[src/rtl/aes_pkg.sv]
// Shared definitions for the AES-128 decryption round sequencer: operation
// codes driven to the datapath, controller states and round geometry.
package aes_pkg;

  localparam int NUM_ROUNDS = 10;
  localparam int IMC_COLS   = 4;

  typedef enum logic [2:0] {
    OP_HOLD      = 3'd0,
    OP_LOAD_MSG  = 3'd1,
    OP_ADD_RK    = 3'd2,
    OP_INV_SHIFT = 3'd3,
    OP_INV_SUB   = 3'd4,
    OP_INV_MIX   = 3'd5
  } aes_op_e;

  typedef enum logic [3:0] {
    ST_IDLE     = 4'd0,
    ST_LOAD     = 4'd1,
    ST_KEYEXP   = 4'd2,
    ST_ARK_INIT = 4'd3,
    ST_ISR      = 4'd4,
    ST_ISB      = 4'd5,
    ST_ARK      = 4'd6,
    ST_IMC      = 4'd7,
    ST_FIN_ISR  = 4'd8,
    ST_FIN_ISB  = 4'd9,
    ST_FIN_ARK  = 4'd10,
    ST_DONE     = 4'd11
  } aes_state_e;

endpackage

[src/rtl/aes_round_sequencer.sv]
// Control sequencer for iterative AES-128 decryption: walks the inverse
// cipher rounds one datapath operation per cycle, driving op/key/column selects.
module aes_round_sequencer
  import aes_pkg::*;
(
  input  logic       CLK,
  input  logic       RESET_N,
  input  logic       AES_START,
  output logic       AES_DONE,
  output logic       KEY_EXP_START,
  input  logic       KEY_EXP_DONE,
  output logic [2:0] OP_SEL,
  output logic       STATE_LD,
  output logic [3:0] ROUND_IDX,
  output logic [1:0] MIX_COL_IDX,
  output logic       BUSY
);

  localparam logic [3:0] LAST_KEY = 4'(NUM_ROUNDS);
  localparam logic [1:0] LAST_COL = 2'(IMC_COLS - 1);

  aes_state_e r_state;
  aes_state_e w_next_state;
  logic [3:0] r_round;
  logic [1:0] r_col;

  aes_op_e    w_op;
  logic [3:0] w_round_idx;
  logic [1:0] w_mix_col;
  logic       w_key_start;
  logic       w_done;
  logic       w_busy;

  // NOTE: state is updated with non-blocking assignments so every register
  // samples pre-edge values; blocking here would create order-dependent races.
  always_ff @(posedge CLK or negedge RESET_N) begin
    if (!RESET_N) begin
      r_state <= ST_IDLE;
      r_round <= '0;
      r_col   <= '0;
    end else begin
      r_state <= w_next_state;
      if (r_state == ST_ARK_INIT)
        r_round <= LAST_KEY - 4'd1;
      else if (r_state == ST_IMC && r_col == LAST_COL && r_round > 4'd1)
        r_round <= r_round - 4'd1;
      // Column index wraps naturally after the last column of a round.
      r_col <= (r_state == ST_IMC) ? r_col + 2'd1 : 2'd0;
    end
  end

  // NOTE: w_next_state gets a default before the case so no path leaves it
  // unassigned, which would otherwise infer a latch.
  always_comb begin
    w_next_state = r_state;
    case (r_state)
      ST_IDLE:     if (AES_START) w_next_state = ST_LOAD;
      ST_LOAD:     w_next_state = ST_KEYEXP;
      ST_KEYEXP:   if (KEY_EXP_DONE) w_next_state = ST_ARK_INIT;
      ST_ARK_INIT: w_next_state = ST_ISR;
      ST_ISR:      w_next_state = ST_ISB;
      ST_ISB:      w_next_state = ST_ARK;
      ST_ARK:      w_next_state = ST_IMC;
      ST_IMC: begin
        if (r_col == LAST_COL)
          w_next_state = (r_round > 4'd1) ? ST_ISR : ST_FIN_ISR;
      end
      ST_FIN_ISR:  w_next_state = ST_FIN_ISB;
      ST_FIN_ISB:  w_next_state = ST_FIN_ARK;
      ST_FIN_ARK:  w_next_state = ST_DONE;
      ST_DONE:     if (!AES_START) w_next_state = ST_IDLE;
      default:     w_next_state = ST_IDLE;
    endcase
  end

  // Outputs decode only registered state and counters, so no input reaches an
  // output combinationally and reset forces them to their idle values at once.
  always_comb begin
    w_op        = OP_HOLD;
    w_round_idx = r_round;
    w_mix_col   = 2'd0;
    w_key_start = 1'b0;
    w_done      = 1'b0;
    w_busy      = 1'b1;
    case (r_state)
      ST_IDLE:     w_busy = 1'b0;
      ST_LOAD:     w_op = OP_LOAD_MSG;
      ST_KEYEXP:   w_key_start = 1'b1;
      ST_ARK_INIT: begin
        w_op        = OP_ADD_RK;
        w_round_idx = LAST_KEY;
      end
      ST_ISR, ST_FIN_ISR: w_op = OP_INV_SHIFT;
      ST_ISB, ST_FIN_ISB: w_op = OP_INV_SUB;
      ST_ARK:      w_op = OP_ADD_RK;
      ST_IMC: begin
        w_op      = OP_INV_MIX;
        w_mix_col = r_col;
      end
      ST_FIN_ARK: begin
        w_op        = OP_ADD_RK;
        w_round_idx = 4'd0;
      end
      ST_DONE: begin
        w_done = 1'b1;
        w_busy = 1'b0;
      end
      default:     w_busy = 1'b0;
    endcase
  end

  assign OP_SEL        = w_op;
  assign STATE_LD      = (w_op != OP_HOLD);
  assign ROUND_IDX     = w_round_idx;
  assign MIX_COL_IDX   = w_mix_col;
  assign KEY_EXP_START = w_key_start;
  assign AES_DONE      = w_done;
  assign BUSY          = w_busy;

endmodule

[config.mk]
export PLATFORM = sky130hd
export DESIGN_NAME = aes_round_sequencer
export DESIGN_NICKNAME = d
export VERILOG_FILES = /design/src/rtl/aes_pkg.sv /design/src/rtl/aes_round_sequencer.sv
export SDC_FILE = /design/constraint.sdc
export NUM_CORES = 1
export LEC_CHECK = 0
export ABC_AREA = 1
export CAP_MARGIN = 20
export CORE_MARGIN = 10
export CORE_UTILIZATION = 50
export CTS_BUF_LIST = sky130_fd_sc_hd__clkbuf_2 sky130_fd_sc_hd__clkbuf_4 sky130_fd_sc_hd__clkbuf_8
export CTS_CLUSTER_DIAMETER = 120
export DETAILED_ROUTE_END_ITERATION = 7
export PLACE_DENSITY_LB_ADDON = 0.08
export SYNTH_ARGS = -nofsm -noshare
export SYNTH_HDL_FRONTEND = slang
export SYNTH_SLANG_ARGS = --single-unit
[constraint.sdc]
create_clock -name CLK -period 1.8 [get_ports CLK]
set_clock_uncertainty 0.05 [all_clocks]
set_input_delay 0.45 -clock CLK [delete_from_list [all_inputs] [get_ports CLK]]
set_output_delay 0.45 -clock CLK [all_outputs]
set_load 0.02 [all_outputs]
==> implementation parameters, run 1 <==
Parameter                              Value

Critical path
  WS Path Type ... flop to primary output
  Data required time of the worst path ... 1300 ps
  Maximum net fanout on the critical path ... 5
  Crit path launch type ... flop
  Signal arrival time at the worst endpoint ... 1420 ps
  Capturing element type of the critical path ... primary output

Timing
  Final critical-path required period ... 1920 ps
  Fmax ... 0.520 GHz
  Least-Margin Pin Slew ... 480 ps
  Period utilisation layout ... 107%
  Setup repair after global routing missed its margin ... yes
  Final setup slack of the worst path ... -122 ps
  Final Slew Violations ... 0
  Number of failing setup endpoints in the final timing report ... 12
  Relative slew slack ... 67.9%
  Final count of hold timing violations ... 0

Die
  Height of the die ... 58.2 µm
  Core area ... 0.00133 mm²
  Number of top-level pins ... 17
  Number of standard-cell rows in the floorplan ... 13
  Initial Util ... 54.8%
  Width of the die ... 58.2 µm
  Full die area ... 0.00339 mm²

GRT
  First-pass GRT wire length ... 4560 µm
  Aggregate global-route resource usage ... 17.1%
  Antenna violations before repair ... 0
  Largest net degree at the start of global routing ... 11
  Aggregate global routing overflow ... 0
  Number of global-route vias before repair ... 971

Place
  Routability cong. ... 0.859
  Post-DP HPWL ... 1770 µm
  Count of buffers from port buffering ... 16

Yosys
  Most instantiated cells after synthesis ... nand2_1, nor2_1, nand3_1
  Number of nets produced by synthesis ... 113
  FF+latch count, synth ... 10
  Number of synthesized flops with an enable pin ... 0
  Area of the mapped netlist ... 731 µm²
  Post-synthesis async set-or-reset flop share ... 100%
  Top cells by area, synth ... dfrtp_1, nand2_1, nand3_1, nor2_1, o21ai_1
  Post-synthesis cell type count ... 21
  Largest area contributor in the netlist ... dfrtp_1
  Synthesized area per cell ... 6.89 µm²
  Flip-flop cell with the highest count after synthesis ... dfrtp_1
  Post-synth top area share ... 34.2%
  Seq/Total Area, Yosys ... 34.2%
  Dominant cell by count in the synthesized netlist ... nand2_1
  Gate count of the mapped netlist ... 106
  Synth Warn # ... 0

Power
  Total power divided by cell area ... 2120 mW/mm²
  Power consumption ... 2.62 mW
  Leakage power summed over all cells ... 0.644 nW
  Worst ir drop on vdd ... 1620 µV

Final layout
  Count of nets after finishing ... 159
  Area Overhead vs Synth ... 69.5%
  End-of-flow core utilization ... 92.9%
  Diode count ... 0
  Ratio of cells with drive above 1 in the final layout ... 50.3%

Drt
  Residual DRC count ... 0
  Number of DRC markers after the initial detailed-route iteration ... 54
  Number of detailed-routing iterations run before antenna repair ... 4
  Total wire length ... 3220 µm
  Number of vias per cell after detailed routing ... 6.00
  Count of nets left with antenna violations after detail routing ... 0
  Total via count after detailed routing ... 996
  Average detailed-routed wire length per instance ... 19.4 µm

Outcome
  Violated checks ... setup timing
  Status ... finished, violations left

Clock network
  Buffers from clock root to sink, at most ... 2
  Cell at the root of the clock tree ... clkbuf_4
  CTS buffer count ... 3
  Hold buffer count at CTS ... 0
  Register clock-pin slew on the reported worst setup and hold paths ... 80 ps
  Clock tree sinks ... 10
  Clock Latency Late Sink ... 280 ps
  Clock tree from TritonCTS ... built
  Maximum level of the CTS H-tree ... 1

Job
  Count of maximum capacitance violations ... 0

Min path
  Hold crit path type ... primary input to asynchronous set/reset pin
==> metal layers <==
layer	up-vias	part of all wire (%)	global-route usage, %
met2	82	48	28.2
met3	26	10	4.14
met4	0	6.4	12.8
met5	-	0	0
li1	430	-	-
met1	458	36	18.3
==> cells by family after synthesis <==
logic type	Yosys count	share of synthesized area (%)
and+or+nand+nor	63	40.2
buffers and inverters	17	9.93
AOI/OAI and AO/OA	12	9.25
DFF	10	34.2
adders and majority gates	3	5.14
xor gates and xnor gates	1	1.20
==> worst paths after layout <==
path,start,endpoint,slack (ps),depth (start not counted)
setup / recovery,r_state[3],ROUND_IDX[1],-120,6
hold / removal,RESET_N,r_col[0],440,1
setup reg to reg,r_round[0],r_state[2],130,9
hold reg to reg,r_col[0],r_col[0],450,1
max in group asynchronous,RESET_N,r_state[2],890,1
min in group CLK,r_col[0],r_col[0],450,1
==> where the power goes <==
part           internal, mW  switching [mW]
Combinational         0.872            1.13
Clock                 0.123          0.0896
Sequential            0.300           0.108
==> metrics by stage <==
step / instance area (µm²) / hold WS, ps / TNS [ps] / setup WS [ps] / cells
finish: 1240 / 439 / -981 / -122 / 166
global route: 1240 / 450 / -1610 / -179 / 166
CTS: 1120 / 430 / -627 / -79.6 / 163
detailed placement: 1050 / 424 / -3320 / -339 / 156
global placement: 1050 / 405 / -2570 / -237 / 156
floorplan: 731 / 104 / 0 / 25.8 / 106
==> registers in the layout, summed over array words and instances, names as in the netlist <==
name,cells
r_col,2
r_round,4
r_state,4
==> final cells by class <==
| class | count | area, µm² |
|---|---|---|
| Inverter | 16 | 67.6 |
| Timing Repair Buffer | 42 | 349 |
| Sequential cell | 10 | 254 |
| Tap cell | 15 | 18.8 |
| Multi-Input combinational cell | 79 | 513 |
| Fill cell | 50 | 95.1 |
| Clock buffer | 4 | 36.3 |
==> cell usage in the layout (no fill, tap or decap), types with 4 or more instances in the layout <==
cell and n:
inv_1 10, nor2_4 7, nor2_1 7, buf_4 27, nor2_2 5, dfrtp_1 7, nand3_1 9, buf_6 9
nand3_2 4, inv_2 4, o21ai_1 7, nand2_1 22
==> critical path, cell delays in order, from the launching register on <==
cell and delay [ps]:
dfrtp_2 440, inv_2 80, nor2_4 150, inv_2 70
o21ai_4 180, o21ai_1 70, buf_2 160
==> timing repair <==
| item | CTS | global route |
|---|---|---|
| setup endpoints to repair | 13 | 13 |
| resized for setup | 76 | 26 |
| buffers inserted | 3 | 3 |
| pin swaps | 5 | 7 |
Power figures use the tool's default switching activity.
==> inputs of run 2 (changes only) <==
--- a/config.mk
+++ b/config.mk
@@ -6,7 +6,6 @@
 export NUM_CORES = 1
 export LEC_CHECK = 0
 export ABC_AREA = 1
-export CAP_MARGIN = 20
 export CORE_MARGIN = 10
 export CORE_UTILIZATION = 50
 export CTS_BUF_LIST = sky130_fd_sc_hd__clkbuf_2 sky130_fd_sc_hd__clkbuf_4 sky130_fd_sc_hd__clkbuf_8
==> results of run 2 <==
No change in the layout: final DEF, timing and power equal those of run 1.
